[src/rtl/sr_drive_sequencer_pkg.sv]
// Shared types and mask helpers for the SR drive sequencer.
// Build option SR_READBACK_CHECK_EN is handled in the top module, not here.
package sr_drv_pkg;

  typedef enum logic [2:0] {
    IDLE,
    SET_PH,
    GAP,
    RST_PH,
    DONE
  } sr_state_t;

  // The helpers work on a generous fixed width; callers narrow the result to their channel count.
  localparam int SR_MAX_WIDTH = 32;
  typedef logic [SR_MAX_WIDTH-1:0] sr_vec_t;

  // Bits that must go 0->1 to reach the target.
  function automatic sr_vec_t sr_set_mask(input sr_vec_t tgt, input sr_vec_t shadow);
    return tgt & ~shadow;
  endfunction

  // Bits that must go 1->0 to reach the target.
  function automatic sr_vec_t sr_rst_mask(input sr_vec_t tgt, input sr_vec_t shadow);
    return ~tgt & shadow;
  endfunction

endpackage

[src/rtl/sr_drive_sequencer_if.sv]
// Target-vector valid/ready handshake into the SR drive sequencer.
interface sr_drive_sequencer_if #(
  parameter int WIDTH = 4
) ();

  logic             tgt_valid;
  logic             tgt_ready;
  logic [WIDTH-1:0] tgt_data;

  modport master (
    output tgt_valid,
    output tgt_data,
    input  tgt_ready
  );

  modport slave (
    input  tgt_valid,
    input  tgt_data,
    output tgt_ready
  );

endinterface

[src/rtl/sr_drive_sequencer_phase_timer.sv]
// Loadable down-counter that times the set, gap and reset phases.
// The zero flag marks the last cycle of the current phase.
module sr_phase_timer #(
  parameter int CNT_W = 2
) (
  input  logic             clk,
  input  logic             rst,
  input  logic             load,
  input  logic [CNT_W-1:0] load_val,
  output logic             zero
);

  logic [CNT_W-1:0] cnt;

  // NOTE: synchronous reset, so rst is only tested inside the clocked block.
  always_ff @(posedge clk) begin
    if (rst) begin
      cnt <= '0;
    end else if (load) begin
      cnt <= load_val;
    end else if (cnt != '0) begin
      cnt <= cnt - 1'b1;
    end
  end

  assign zero = (cnt == '0);

endmodule

[src/rtl/sr_drive_sequencer.sv]
// Write side of an SR flip-flop bank: turns a target vector into non-overlapping set/reset pulses.
// Optional readback compare (q_fb, err) is built when SR_READBACK_CHECK_EN is defined.
module sr_drive_sequencer
  import sr_drv_pkg::*;
#(
  parameter int               WIDTH     = 4,
  parameter int               PULSE_CYC = 2,
  parameter int               GAP_CYC   = 1,
  parameter logic [WIDTH-1:0] INIT_Q    = '0
) (
  input  logic                 clk,
  input  logic                 rst,
  sr_drive_sequencer_if.slave  tgt,
  output logic [WIDTH-1:0]     s_out,
  output logic [WIDTH-1:0]     r_out,
  output logic                 busy,
  output logic                 done,
  output logic [WIDTH-1:0]     shadow_q
`ifdef SR_READBACK_CHECK_EN
  ,
  input  logic [WIDTH-1:0]     q_fb,
  output logic                 err
`endif
);

  localparam int MAX_CYC = (PULSE_CYC > GAP_CYC) ? PULSE_CYC : GAP_CYC;
  localparam int CNT_W   = $clog2(MAX_CYC + 1);
  // The timer counts down to zero, so a phase of N cycles loads N-1.
  localparam logic [CNT_W-1:0] PULSE_LD = CNT_W'(PULSE_CYC - 1);
  localparam logic [CNT_W-1:0] GAP_LD   = CNT_W'((GAP_CYC > 0) ? GAP_CYC - 1 : 0);

  sr_state_t        state;
  logic             ready_q;
  logic [WIDTH-1:0] set_m;
  logic [WIDTH-1:0] rst_m;
  logic [WIDTH-1:0] set_nx;
  logic [WIDTH-1:0] rst_nx;
  logic             accept;
  logic             tmr_load;
  logic [CNT_W-1:0] tmr_val;
  logic             tmr_zero;

  assign tgt.tgt_ready = ready_q;
  assign accept        = tgt.tgt_valid && ready_q;

  assign set_nx = WIDTH'(sr_set_mask(sr_vec_t'(tgt.tgt_data), sr_vec_t'(shadow_q)));
  assign rst_nx = WIDTH'(sr_rst_mask(sr_vec_t'(tgt.tgt_data), sr_vec_t'(shadow_q)));

  // Timer reload is decoded from the same conditions that move the FSM into a timed phase.
  // NOTE: every signal written here gets a default first, so no latch can be inferred.
  always_comb begin
    tmr_load = 1'b0;
    tmr_val  = PULSE_LD;
    case (state)
      IDLE:    tmr_load = accept && ((set_nx != '0) || (rst_nx != '0));
      SET_PH: begin
        if (tmr_zero && (rst_m != '0)) begin
          tmr_load = 1'b1;
          tmr_val  = (GAP_CYC > 0) ? GAP_LD : PULSE_LD;
        end
      end
      GAP:     tmr_load = tmr_zero;
      default: ;
    endcase
  end

  sr_phase_timer #(
    .CNT_W(CNT_W)
  ) u_timer (
    .clk     (clk),
    .rst     (rst),
    .load    (tmr_load),
    .load_val(tmr_val),
    .zero    (tmr_zero)
  );

  // NOTE: state and outputs use non-blocking assignments so all registers update together.
  always_ff @(posedge clk) begin
    if (rst) begin
      state    <= IDLE;
      s_out    <= '0;
      r_out    <= '0;
      done     <= 1'b0;
      busy     <= 1'b0;
      ready_q  <= 1'b1;
      shadow_q <= INIT_Q;
      set_m    <= '0;
      rst_m    <= '0;
    end else begin
      done <= 1'b0;
      case (state)
        IDLE: begin
          if (accept) begin
            set_m   <= set_nx;
            rst_m   <= rst_nx;
            ready_q <= 1'b0;
            busy    <= 1'b1;
            if (set_nx != '0) begin
              state <= SET_PH;
              s_out <= set_nx;
            end else if (rst_nx != '0) begin
              state <= RST_PH;
              r_out <= rst_nx;
            end else begin
              state <= DONE;
              done  <= 1'b1;
            end
          end
        end

        SET_PH: begin
          if (tmr_zero) begin
            s_out    <= '0;
            shadow_q <= shadow_q | set_m;
            if ((rst_m != '0) && (GAP_CYC > 0)) begin
              state <= GAP;
            end else if (rst_m != '0) begin
              state <= RST_PH;
              r_out <= rst_m;
            end else begin
              state <= DONE;
              done  <= 1'b1;
            end
          end
        end

        GAP: begin
          if (tmr_zero) begin
            state <= RST_PH;
            r_out <= rst_m;
          end
        end

        RST_PH: begin
          if (tmr_zero) begin
            r_out    <= '0;
            shadow_q <= shadow_q & ~rst_m;
            state    <= DONE;
            done     <= 1'b1;
          end
        end

        DONE: begin
          state   <= IDLE;
          busy    <= 1'b0;
          ready_q <= 1'b1;
        end

        default: begin
          state   <= IDLE;
          s_out   <= '0;
          r_out   <= '0;
          busy    <= 1'b0;
          ready_q <= 1'b1;
        end
      endcase
    end
  end

`ifdef SR_READBACK_CHECK_EN
  // Shadow is already final in DONE, so that is where the bank readback is trusted.
  always_ff @(posedge clk) begin
    if (rst) begin
      err <= 1'b0;
    end else if ((state == DONE) && (q_fb != shadow_q)) begin
      err <= 1'b1;
    end
  end
`endif

endmodule

[src/flat_wrapper.sv]
// flat-port wrapper written by rule: the top's interface ports become plain ports
module sr_drive_sequencer_flat import sr_drv_pkg::*;
#(
  parameter int               WIDTH     = 4,
  parameter int               PULSE_CYC = 2,
  parameter int               GAP_CYC   = 1,
  parameter logic [WIDTH-1:0] INIT_Q    = '0
)
  (clk, rst, s_out, r_out, busy, done, shadow_q, tgt_tgt_valid, tgt_tgt_data, tgt_tgt_ready);
  sr_drive_sequencer_if #(.WIDTH(WIDTH)) tgt_i ();
  input  logic clk;
  input  logic rst;
  output logic [WIDTH-1:0] s_out;
  output logic [WIDTH-1:0] r_out;
  output logic busy;
  output logic done;
  output logic [WIDTH-1:0] shadow_q;
  input wire logic [$bits(tgt_i.tgt_valid)-1:0] tgt_tgt_valid;
  input wire logic [$bits(tgt_i.tgt_data)-1:0] tgt_tgt_data;
  output wire logic [$bits(tgt_i.tgt_ready)-1:0] tgt_tgt_ready;
  assign tgt_i.tgt_valid = tgt_tgt_valid;
  assign tgt_i.tgt_data = tgt_tgt_data;
  assign tgt_tgt_ready = tgt_i.tgt_ready;
  sr_drive_sequencer #(.WIDTH(WIDTH), .PULSE_CYC(PULSE_CYC), .GAP_CYC(GAP_CYC), .INIT_Q(INIT_Q)) u_core (.clk(clk), .rst(rst), .tgt(tgt_i), .s_out(s_out), .r_out(r_out), .busy(busy), .done(done), .shadow_q(shadow_q));
endmodule
[config.mk]
export PLATFORM = sky130hd
export DESIGN_NAME = sr_drive_sequencer_flat
export DESIGN_NICKNAME = d
export VERILOG_FILES = /design/src/rtl/sr_drive_sequencer_pkg.sv /design/src/rtl/sr_drive_sequencer_if.sv /design/src/rtl/sr_drive_sequencer_phase_timer.sv /design/src/rtl/sr_drive_sequencer.sv /design/src/flat_wrapper.sv
export SDC_FILE = /design/constraint.sdc
export NUM_CORES = 1
export LEC_CHECK = 0
export BUFFER_PORTS_ARGS = -buffer_cell sky130_fd_sc_hd__buf_2
export CAP_MARGIN = 20
export CORE_UTILIZATION = 35
export CTS_BUF_LIST = sky130_fd_sc_hd__clkbuf_8
export DETAILED_ROUTE_END_ITERATION = 10
export PLACE_DENSITY_LB_ADDON = 0.25
export SLEW_MARGIN = 20
export SYNTH_ARGS = -nofsm -noshare
export SYNTH_HDL_FRONTEND = slang
export SYNTH_HIERARCHICAL = 1
export SYNTH_SLANG_ARGS = --single-unit
[constraint.sdc]
create_clock -name clk -period 1.6 [get_ports clk]
set_input_delay 0 -clock clk [delete_from_list [all_inputs] [get_ports clk]]
set_output_delay 0 -clock clk [all_outputs]
set_load 0.02 [all_outputs]
==> results of run 1 <==
==> synth_stat cells (2+ instances only) <==
cell type	n	area [um2]
dfxtp_1	28	561
a21oi_1	20	100
o21ai_0	6	30.0
nand2_1	30	113
a32o_1	2	20.0
buf_6	3	33.8
nor2b_1	4	25.0
clkbuf_1	4	15.0
nor3_1	3	15.0
mux2i_1	5	50.1
nand3b_1	4	30.0
nor2_1	18	67.6
nand2b_1	9	56.3
and2b_1	2	15.0
inv_1	5	18.8
==> cell usage in the layout (no fill, tap or decap), drive strengths merged, types with 2 or more instances in the layout <==
cell / Yosys / routed
dfxtp: 28 / 28
nand3b: 4 / 4
buf: 3 / 35
o21ai: 6 / 6
nor3: 4 / 4
clkbuf: 5 / 4
mux2i: 5 / 5
nand2: 31 / 31
nor4: 2 / 2
a21oi: 21 / 21
nor2: 19 / 19
nand2b: 9 / 9
and3: 2 / 2
a2111oi: 2 / 2
a32o: 2 / 2
nor2b: 5 / 5
and2b: 2 / 2
inv: 5 / 5
==> flip-flops by register name, summed over array words and instances (netlist names), 2 cells and up <==
signal / flops
u_core/set_m: 4
u_core/u_timer/cnt: 2
u_core/r_out: 4
u_core/s_out: 4
u_core/state: 3
u_core/shadow_q: 4
u_core/rst_m: 4
==> timing repair <==
item,4_1_cts,5_1_grt
endpoints found under the setup margin,0,13
resized for setup,0,8
setup buffers,0,1
==> per-layer routing <==
| metal | global-route usage, % | vias to the layer above | wire (um) |
|---|---|---|---|
| li1 | - | 636 | - |
| met1 | 21.5 | 588 | 1520 |
| met2 | 25.9 | 14 | 1490 |
| met3 | 2.59 | 2 | 69 |
| met4 | 2.39 | 0 | 12 |
| met5 | 0 | - | 0 |
==> path summary, 6_finish.rpt <==
path / start / endpoint / slack (ps) / cells after the start
setup reg to reg: u_core/shadow_q[2] / u_core/u_timer/cnt[1] / 30 / 5
hold / removal: tgt_tgt_valid / u_core/tgt.tgt_ready / 30 / 4
hold reg to reg: u_core/s_out[0] / u_core/s_out[0] / 460 / 2
setup / recovery: u_core/shadow_q[2] / u_core/u_timer/cnt[1] / 30 / 5
==> kinds of logic after synthesis <==
kind of cell | Yosys count
AO/OA/AOI/OAI | 37
other | 1
adder cells (fa/ha/maj) | 1
flip-flops | 28
buffers and inverters | 13
XOR/XNOR | 1
AND/OR/NAND/NOR | 83
multiplexers | 5
==> power breakdown <==
part           switching [mW]  internal, mW
Sequential              0.155         0.859
Clock                   0.217         0.220
Combinational           0.679         0.568
==> critical path, delay by kind of cell (launching register included) <==
kind	cells	cell delay (ps)
AND/OR/NAND/NOR	3	640
AO/OA/AOI/OAI	2	470
flip-flops	1	370
==> layout make-up <==
type	count	area, um2	area share, %
inverters	5	18.8	1.09
well taps	48	60.1	3.47
clock buffers	4	55.1	3.18
multi-input cells	128	812	47.0
repair buffers	35	210	12.2
flip-flops and latches	28	573	33.1
==> run summary, run 1 <==
Num CTS Buffers = 3
Power Density = 1560 nW/um2
Slowest cell on crit path = dfxtp_4
CP Capture Type = flip-flop
GRT overflow = 0
Max VDD drop = 0.592 mV
Die Y = 66.1 um
share of layout cells above drive strength 1 = 31.5%
Arrival @ worst endpoint = 1750 ps
#FFs+latches synth = 28
CP startpoint kind = flip-flop
Final Max Slew Viols = 0
actual slew at the worst max-slew pin = 544 ps
CTS sink cnt = 28
final hold vios = 0
Rows = 22
Avg WL per Cell = 12.5 um
DRT Pass-1 Iters = 4
P_leak = 0.737 nW
crit share post-route = 97.9%
initial antenna violation count = 0
CTS tree = done
post-synthesis mux area share = 3.48%
RSZ-0062 raised after global routing = true
final std cells w/o fill = 248
outcome = finished clean
post-synth cell types = 41
clock skew = 1.91 ps
Final #Nets = 209
H-Tree Depth = 1
input/output buffers = 21
WS Path Type = flip-flop to flip-flop
DPL Wire Length = 2.35 mm
yosys warns = 6
P&R area growth vs syn = 20.3%
Max clock buf depth = 2
Total Routing Usage GR = 15.6%
Slew headroom = 63.8%
Initial Util = 37.8%
CTS clock-pin slew for the worst setup and hold paths = 100 ps
Setup TNS = 0 ps
Horiz. Die Dim = 66.1 um
placer's final routability congestion estimate = 0.803
# DRC = 0
Detailed Route WL = 3.10 mm
Post-synth ARST share = 0%
first-pass GRT wire length = 5.38 mm
# hold bufs at CTS = 0
Compound-Gate Fraction of Synth Area = 18.1%
maximum clock rate = 639 MHz
placed cell area = 1650 um2
boundary pin count = 22
main combinational cell family by area after synthesis = simple AND/OR/NAND/NOR gates
vias in the first global route = 1,171
placed cells = 243
number of enable flip-flop cells after synthesis = 0
critical path cell sequence = and2b_1 -> nor4_4 -> and2_4 -> o32ai_2 -> o41ai_2
Setup WS post-layout = 34.3 ps
Max stage delay on crit path = 370 ps
initial DRC count = 66
diode count = 0
sequential fraction of the synthesis area = 39.0%
WP data required = 1780 ps
core box area = 3800 um2
Post-Synth Simple-Gate Area = 32.0%
worst slack at placement = 26.6 ps
WHS = 25.8 ps
Mapped Area = 1440 um2
Synth Area in Adders = 0.870%
Vias/cell = 5.00
total of max-cap violations = 0
ys flop type = dfxtp_1
DRT antenna net count = 0
vias = 1,240
clk_lat worst skew = 270 ps
largest net degree at the start of global routing = 31
Max FO, Critical Path = 5
final instance area = 1730 um2
min Tclk post-route = 1570 ps
final setup fails = 0
Tot Pwr = 2.70 mW
Post-Syn Instances = 169
Final Util = 45.5%
Synth Area in XOR/XNOR = 0.609%
Hold Path Class = primary input to flip-flop
# fillers = 378
full die area = 4370 um2
Mean Syn Cell Area = 8.51 um2
clock tree root buffer cell = clkbuf_8
syn nets = 177
(Power assumes the default switching activity.)
==> run 2: changes to the inputs <==
--- a/config.mk
+++ b/config.mk
@@ -7,10 +7,10 @@
 export LEC_CHECK = 0
 export BUFFER_PORTS_ARGS = -buffer_cell sky130_fd_sc_hd__buf_2
 export CAP_MARGIN = 20
-export CORE_UTILIZATION = 35
+export CORE_UTILIZATION = 52
 export CTS_BUF_LIST = sky130_fd_sc_hd__clkbuf_8
 export DETAILED_ROUTE_END_ITERATION = 10
-export PLACE_DENSITY_LB_ADDON = 0.25
+export PLACE_DENSITY = 0.77
 export SLEW_MARGIN = 20
 export SYNTH_ARGS = -nofsm -noshare
 export SYNTH_HDL_FRONTEND = slang
==> constraint.sdc (replaced) <==
create_clock -name clk -period 1.6 [get_ports clk]
set_input_delay 0 -clock clk [delete_from_list [all_inputs] [get_ports clk]]
set_output_delay 0 -clock clk [all_outputs]
set_load 0.05 [all_outputs]
==> run summary, run 2 (same netlist as run 1, synthesis figures left out) <==
maximum clock rate = 652 MHz (was 639 MHz)
Logic pwr share = 50.1% (was 46.2%)
Rows = 18 (was 22)
final std cells w/o fill = 227 (was 248)
Arrival @ worst endpoint = 1720 ps (was 1750 ps)
final hold vios = 0 (unchanged)
placer's final routability congestion estimate = 0.847 (was 0.803)
commonest cells after routing, fill and taps aside = 30 x nand2_1, 23 x dfxtp_1, 21 x buf_2 (was 30 x nand2_1, 22 x dfxtp_1, 21 x buf_2)
min Tclk post-route = 1530 ps (was 1570 ps)
Hold Path Class = primary input to flip-flop (unchanged)
Internal Pwr Total = 1.59 mW (was 1.65 mW)
sw power = 1.22 mW (was 1.05 mW)
worst slack at placement = 74.1 ps (was 26.6 ps)
actual slew at the worst max-slew pin = 534 ps (was 544 ps)
DRT antenna net count = 0 (unchanged)
DRT Pass-1 Iters = 4 (unchanged)
clock tree root buffer cell = clkbuf_8 (unchanged)
full die area = 2980 um2 (was 4370 um2)
outcome = finished clean (unchanged)
# hold bufs at CTS = 0 (unchanged)
CP Capture Type = flip-flop (unchanged)
crit share post-route = 95.8% (was 97.9%)
DPL Wire Length = 2.26 mm (was 2.35 mm)
Max clock buf depth = 2 (unchanged)
P_leak = 0.718 nW (was 0.737 nW)
WS Path Type = flip-flop to flip-flop (unchanged)
clock skew = 3.52 ps (was 1.91 ps)
Total Routing Usage GR = 23.1% (was 15.6%)
clk_lat worst skew = 270 ps (about the same)
CTS clock-pin slew for the worst setup and hold paths = 90 ps (was 100 ps)
core box area = 2540 um2 (was 3800 um2)
total of max-cap violations = 0 (unchanged)
first-pass GRT wire length = 4.89 mm (was 5.38 mm)
Power Density = 1670 nW/um2 (was 1560 nW/um2)
largest net degree at the start of global routing = 31 (unchanged)
Hold Path Depth = 4 (unchanged)
# DRC = 0 (unchanged)
Setup TNS = 0 ps (unchanged)
WP data required = 1790 ps (was 1780 ps)
Final #Nets = 206 (was 209)
initial antenna violation count = 0 (unchanged)
Reg2Reg Depth = 5 (unchanged)
Die Y = 54.6 um (was 66.1 um)
Seq pwr share = 36.2% (was 37.6%)
clock share of power = 13.7% (was 16.2%)
input/output buffers = 21 (unchanged)
most common cell after layout, fill and taps aside = nand2_1 (unchanged)
Setup WS post-layout = 67.1 ps (was 34.3 ps)
diode count = 0 (unchanged)
placed cells = 223 (was 243)
vias = 1,259 (was 1,240)
CP startpoint kind = flip-flop (unchanged)
GRT overflow = 0 (unchanged)
Avg WL per Cell = 13.0 um (was 12.5 um)
Initial Util = 56.5% (was 37.8%)
CTS sink cnt = 28 (unchanged)
Num CTS Buffers = 3 (unchanged)
CTS tree = done (unchanged)
Max VDD drop = 1.07 mV (was 0.592 mV)
RSZ-0062 raised after global routing = true (unchanged)
Final Max Slew Viols = 0 (unchanged)
boundary pin count = 22 (unchanged)
Max FO, Critical Path = 5 (unchanged)
Slew headroom = 64.4% (was 63.8%)
initial DRC count = 26 (was 66)
vias in the first global route = 1,182 (was 1,171)
share of layout cells above drive strength 1 = 29.9% (was 31.5%)
Vias/cell = 5.55 (was 5.00)
final setup fails = 0 (unchanged)
Detailed Route WL = 2.95 mm (was 3.10 mm)
sw frac = 43.3% (was 39.0%)
H-Tree Depth = 1 (unchanged)
P&R area growth vs syn = 16.9% (was 20.3%)
Horiz. Die Dim = 54.6 um (was 66.1 um)
==> run 2: cell types whose count changed in the layout (fill, tap and decap cells not counted), sizes merged <==
cell / previous run / this run
buf: 35 / 32
clkbuf: 4 / 3
inv: 5 / 6
==> run 2: power groups by stage <==
| stage | Sequential (mW) | Clock (mW) | Combinational [mW] |
|---|---|---|---|
| finish | 1.02 | 0.384 | 1.41 |
| global route | 1.04 | 0.424 | 1.52 |
| CTS | 1.01 | 0.399 | 1.39 |
| detailed placement | 1.03 | 0 | 1.39 |
| global placement | 1.02 | 0 | 1.35 |
| floorplan | 1.23 | 0 | 0.839 |
==> run 2: area by class of cell <==
type                    instances  area, um2
multi-input cells             128        815
clock buffers                   3       41.3
repair buffers                 32        188
flip-flops and latches         28        577
fillers                       206        865
well taps                      30       37.5
clock inverters                 1       3.75
inverters                       5       18.8
==> run 2: final timing paths <==
kind / startpoint / endpoint / slack, ps
max: u_core/shadow_q[2] / u_core/u_timer/cnt[1] / 70
min: tgt_tgt_valid / u_core/tgt.tgt_ready / 30
max reg2reg: u_core/shadow_q[2] / u_core/u_timer/cnt[1] / 70
min reg2reg: u_core/s_out[1] / u_core/s_out[1] / 460
==> run 2: routing by layer <==
metal | up-vias | global-route usage (%) | part of all wire (%)
met5 | - | 0 | 0
met4 | 0 | 12.8 | 2.4
met3 | 9 | 3.89 | 3.2
met2 | 30 | 40.2 | 50
met1 | 590 | 26.4 | 44
li1 | 630 | - | -
==> run 2: worst max-delay path, stage by stage, from the launching register on <==
cell	delay, ps
dfxtp_4	370
and2b_1	220
nor4_4	190
and2_4	220
o32ai_2	110
o41ai_2	330
==> run 2: what timing repair did <==
action	CTS	global route
endpoints found under the setup margin	0	13
resized for setup	0	5
buffers inserted	0	0
==> run 2: per-stage QoR <==
stage               instance area, um2  hold WS, ps  power [mW]  utilization (%)
floorplan                         1460          102        2.07                -
global placement                  1620          300        2.37             63.8
detailed placement                1620          311        2.41             63.8
CTS                               1670         23.5        2.81             65.5
global route                      1680         79.1        2.98             66.0
finish                            1680         26.3        2.81             66.0
==> run 3: changes to the inputs <==
--- a/config.mk
+++ b/config.mk
@@ -7,10 +7,10 @@
 export LEC_CHECK = 0
 export BUFFER_PORTS_ARGS = -buffer_cell sky130_fd_sc_hd__buf_2
 export CAP_MARGIN = 20
-export CORE_UTILIZATION = 52
+export CORE_UTILIZATION = 55
 export CTS_BUF_LIST = sky130_fd_sc_hd__clkbuf_8
 export DETAILED_ROUTE_END_ITERATION = 10
-export PLACE_DENSITY = 0.77
+export PLACE_DENSITY = 0.78
 export SLEW_MARGIN = 20
 export SYNTH_ARGS = -nofsm -noshare
 export SYNTH_HDL_FRONTEND = slang
==> constraint.sdc (replaced) <==
create_clock -name clk -period 1.9 [get_ports clk]
set_input_delay 0 -clock clk [delete_from_list [all_inputs] [get_ports clk]]
set_output_delay 0 -clock clk [all_outputs]
set_load 0.05 [all_outputs]
==> run summary, run 3 (same netlist as run 1, synthesis figures left out) <==
# hold bufs at CTS = 0 (unchanged)
most common cell after layout, fill and taps aside = nand2_1 (unchanged)
GR Layer Usage met1 = 26.6% (was 26.4%)
outcome = finished clean (unchanged)
Arrival @ worst endpoint = 1960 ps (was 1720 ps)
Max stage delay on crit path = 510 ps (was 370 ps)
CTS sink cnt = 28 (unchanged)
Horiz. Die Dim = 53.1 um (was 54.6 um)
Rows = 18 (unchanged)
share of layout cells above drive strength 1 = 21.8% (was 29.9%)
RSZ-0062 raised after global routing = false (was true)
CTS tree = done (unchanged)
vias = 1,219 (was 1,259)
P_leak = 0.668 nW (was 0.718 nW)
core box area = 2480 um2 (was 2540 um2)
Setup TNS = 0 ps (unchanged)
DRT antenna net count = 0 (unchanged)
CP Capture Type = flip-flop (unchanged)
GRT overflow = 0 (unchanged)
Vias/cell = 5.59 (was 5.55)
final hold vios = 0 (unchanged)
Max VDD drop = 0.973 mV (was 1.07 mV)
Initial Util = 58.0% (was 56.5%)
CTS clock-pin slew for the worst setup and hold paths = 90 ps (about the same)
r2r setup slk = 110 ps (was 70 ps)
initial DRC count = 31 (was 26)
Num CTS Buffers = 3 (unchanged)
worst r2r src = u_core/rst_m[3] (was u_core/shadow_q[2])
CP startpoint kind = flip-flop (unchanged)
clock tree root buffer cell = clkbuf_8 (unchanged)
Worst R2R End = u_core/u_timer/cnt[1] (unchanged)
total of max-cap violations = 0 (unchanged)
Tot Pwr = 2.22 mW (was 2.81 mW)
WP data required = 2080 ps (was 1790 ps)
H-Tree Depth = 1 (unchanged)
# DRC = 0 (unchanged)
commonest cells after routing, fill and taps aside = 30 x nand2_1, 28 x dfxtp_1, 21 x buf_2 (was 30 x nand2_1, 23 x dfxtp_1, 21 x buf_2)
M3 GR Usage = 4.31% (was 3.89%)
placer's final routability congestion estimate = 0.850 (was 0.847)
Detailed Route WL = 2.81 mm (was 2.95 mm)
actual slew at the worst max-slew pin = 589 ps (was 534 ps)
full die area = 2820 um2 (was 2980 um2)
first-pass GRT wire length = 4.51 mm (was 4.89 mm)
final instance area = 1580 um2 (was 1680 um2)
Total Routing Usage GR = 22.2% (was 23.1%)
Slew headroom = 60.6% (was 64.4%)
P&R area growth vs syn = 10.0% (was 16.9%)
Top Usage Layer GRT = met2 (unchanged)
input/output buffers = 21 (unchanged)
Power Density = 1400 nW/um2 (was 1670 nW/um2)
placed cell area = 1540 um2 (was 1620 um2)
clk_lat worst skew = 270 ps (about the same)
Die Y = 53.1 um (was 54.6 um)
Final Max Slew Viols = 0 (unchanged)
final std cells w/o fill = 218 (was 227)
maximum clock rate = 560 MHz (was 652 MHz)
largest net degree at the start of global routing = 31 (unchanged)
Final Util = 63.8% (was 66.0%)
CP Launch Point = u_core/rst_m[3] (was u_core/shadow_q[2])
Hold Path Class = primary input to flip-flop (unchanged)
boundary pin count = 22 (unchanged)
DPL Wire Length = 2.08 mm (was 2.26 mm)
Slowest cell on crit path = nor4_1 (was dfxtp_4)
diode count = 0 (unchanged)
crit share post-route = 93.9% (was 95.8%)
crit path to = u_core/u_timer/cnt[1] (unchanged)
met2 Use GR = 39.0% (was 40.2%)
Avg WL per Cell = 12.9 um (was 13.0 um)
Final #Nets = 198 (was 206)
Max clock buf depth = 2 (unchanged)
critical path cell sequence = nor4_1 -> nor2_1 -> mux2i_1 -> o32ai_1 -> o41ai_2 (was and2b_1 -> nor4_4 -> and2_4 -> o32ai_2 -> o41ai_2)
Max FO, Critical Path = 4 (was 5)
min Tclk post-route = 1790 ps (was 1530 ps)
placed cells = 215 (was 223)
clock skew = 3.31 ps (was 3.52 ps)
post_cts resized = 0 (unchanged)
final setup fails = 0 (unchanged)
initial antenna violation count = 0 (unchanged)
vias in the first global route = 1,077 (was 1,182)
WS Path Type = flip-flop to flip-flop (unchanged)
DRT Pass-1 Iters = 5 (was 4)
Reg2Reg Depth = 5 (unchanged)
Post-CTS Setup Bufs = 0 (unchanged)
-- run 3: where the power goes --
part	leakage [nW]	total [mW]	switching [mW]	internal (mW)
combinational	0.418	1.06	0.681	0.383
sequential	0.228	0.843	0.133	0.709
clock	0.0216	0.315	0.173	0.142
-- run 3: routing by layer --
metal	up-vias	wire length [um]
met4	0	17
met2	35	1400
met1	566	1280
met3	4	111
li1	614	-
met5	-	0
-- run 3: how the worst min path moves through the flow --
stage                  start                     to  depth (start not counted)
2_1_floorplan            rst  u_core/u_timer/cnt[1]                          1
3_3_place_gp   tgt_tgt_valid   u_core/tgt.tgt_ready                          4
3_5_place_dp   tgt_tgt_valid   u_core/tgt.tgt_ready                          4
4_1_cts        tgt_tgt_valid   u_core/tgt.tgt_ready                          4
5_1_grt        tgt_tgt_valid   u_core/tgt.tgt_ready                          4
6_report       tgt_tgt_valid   u_core/tgt.tgt_ready                          4
-- run 3: final cells by class --
type / instances / area [um2]
timing repair buffer: 24 / 128
clock buffer: 3 / 41.3
multi-input combinational: 128 / 796
fill: 224 / 896
sequential: 28 / 561
inverter: 5 / 18.8
tap: 30 / 37.5
-- run 3: metrics by stage --
| stage | hold WS, ps | setup slack, ps |
|---|---|---|
| 6_report | 30.0 | 115 |
| 3_3_place_gp | 301 | 333 |
| 2_1_floorplan | 102 | 23.5 |
| 3_5_place_dp | 312 | 189 |
| 4_1_cts | 31.0 | 154 |
| 5_1_grt | 46.8 | 7.67 |
-- run 3: critical path, delay by kind of cell, from the launching register on --
| kind | cells | cell delay [ps] |
|---|---|---|
| flops | 1 | 350 |
| mux | 1 | 160 |
| compound gates | 2 | 530 |
| simple gates | 2 | 640 |
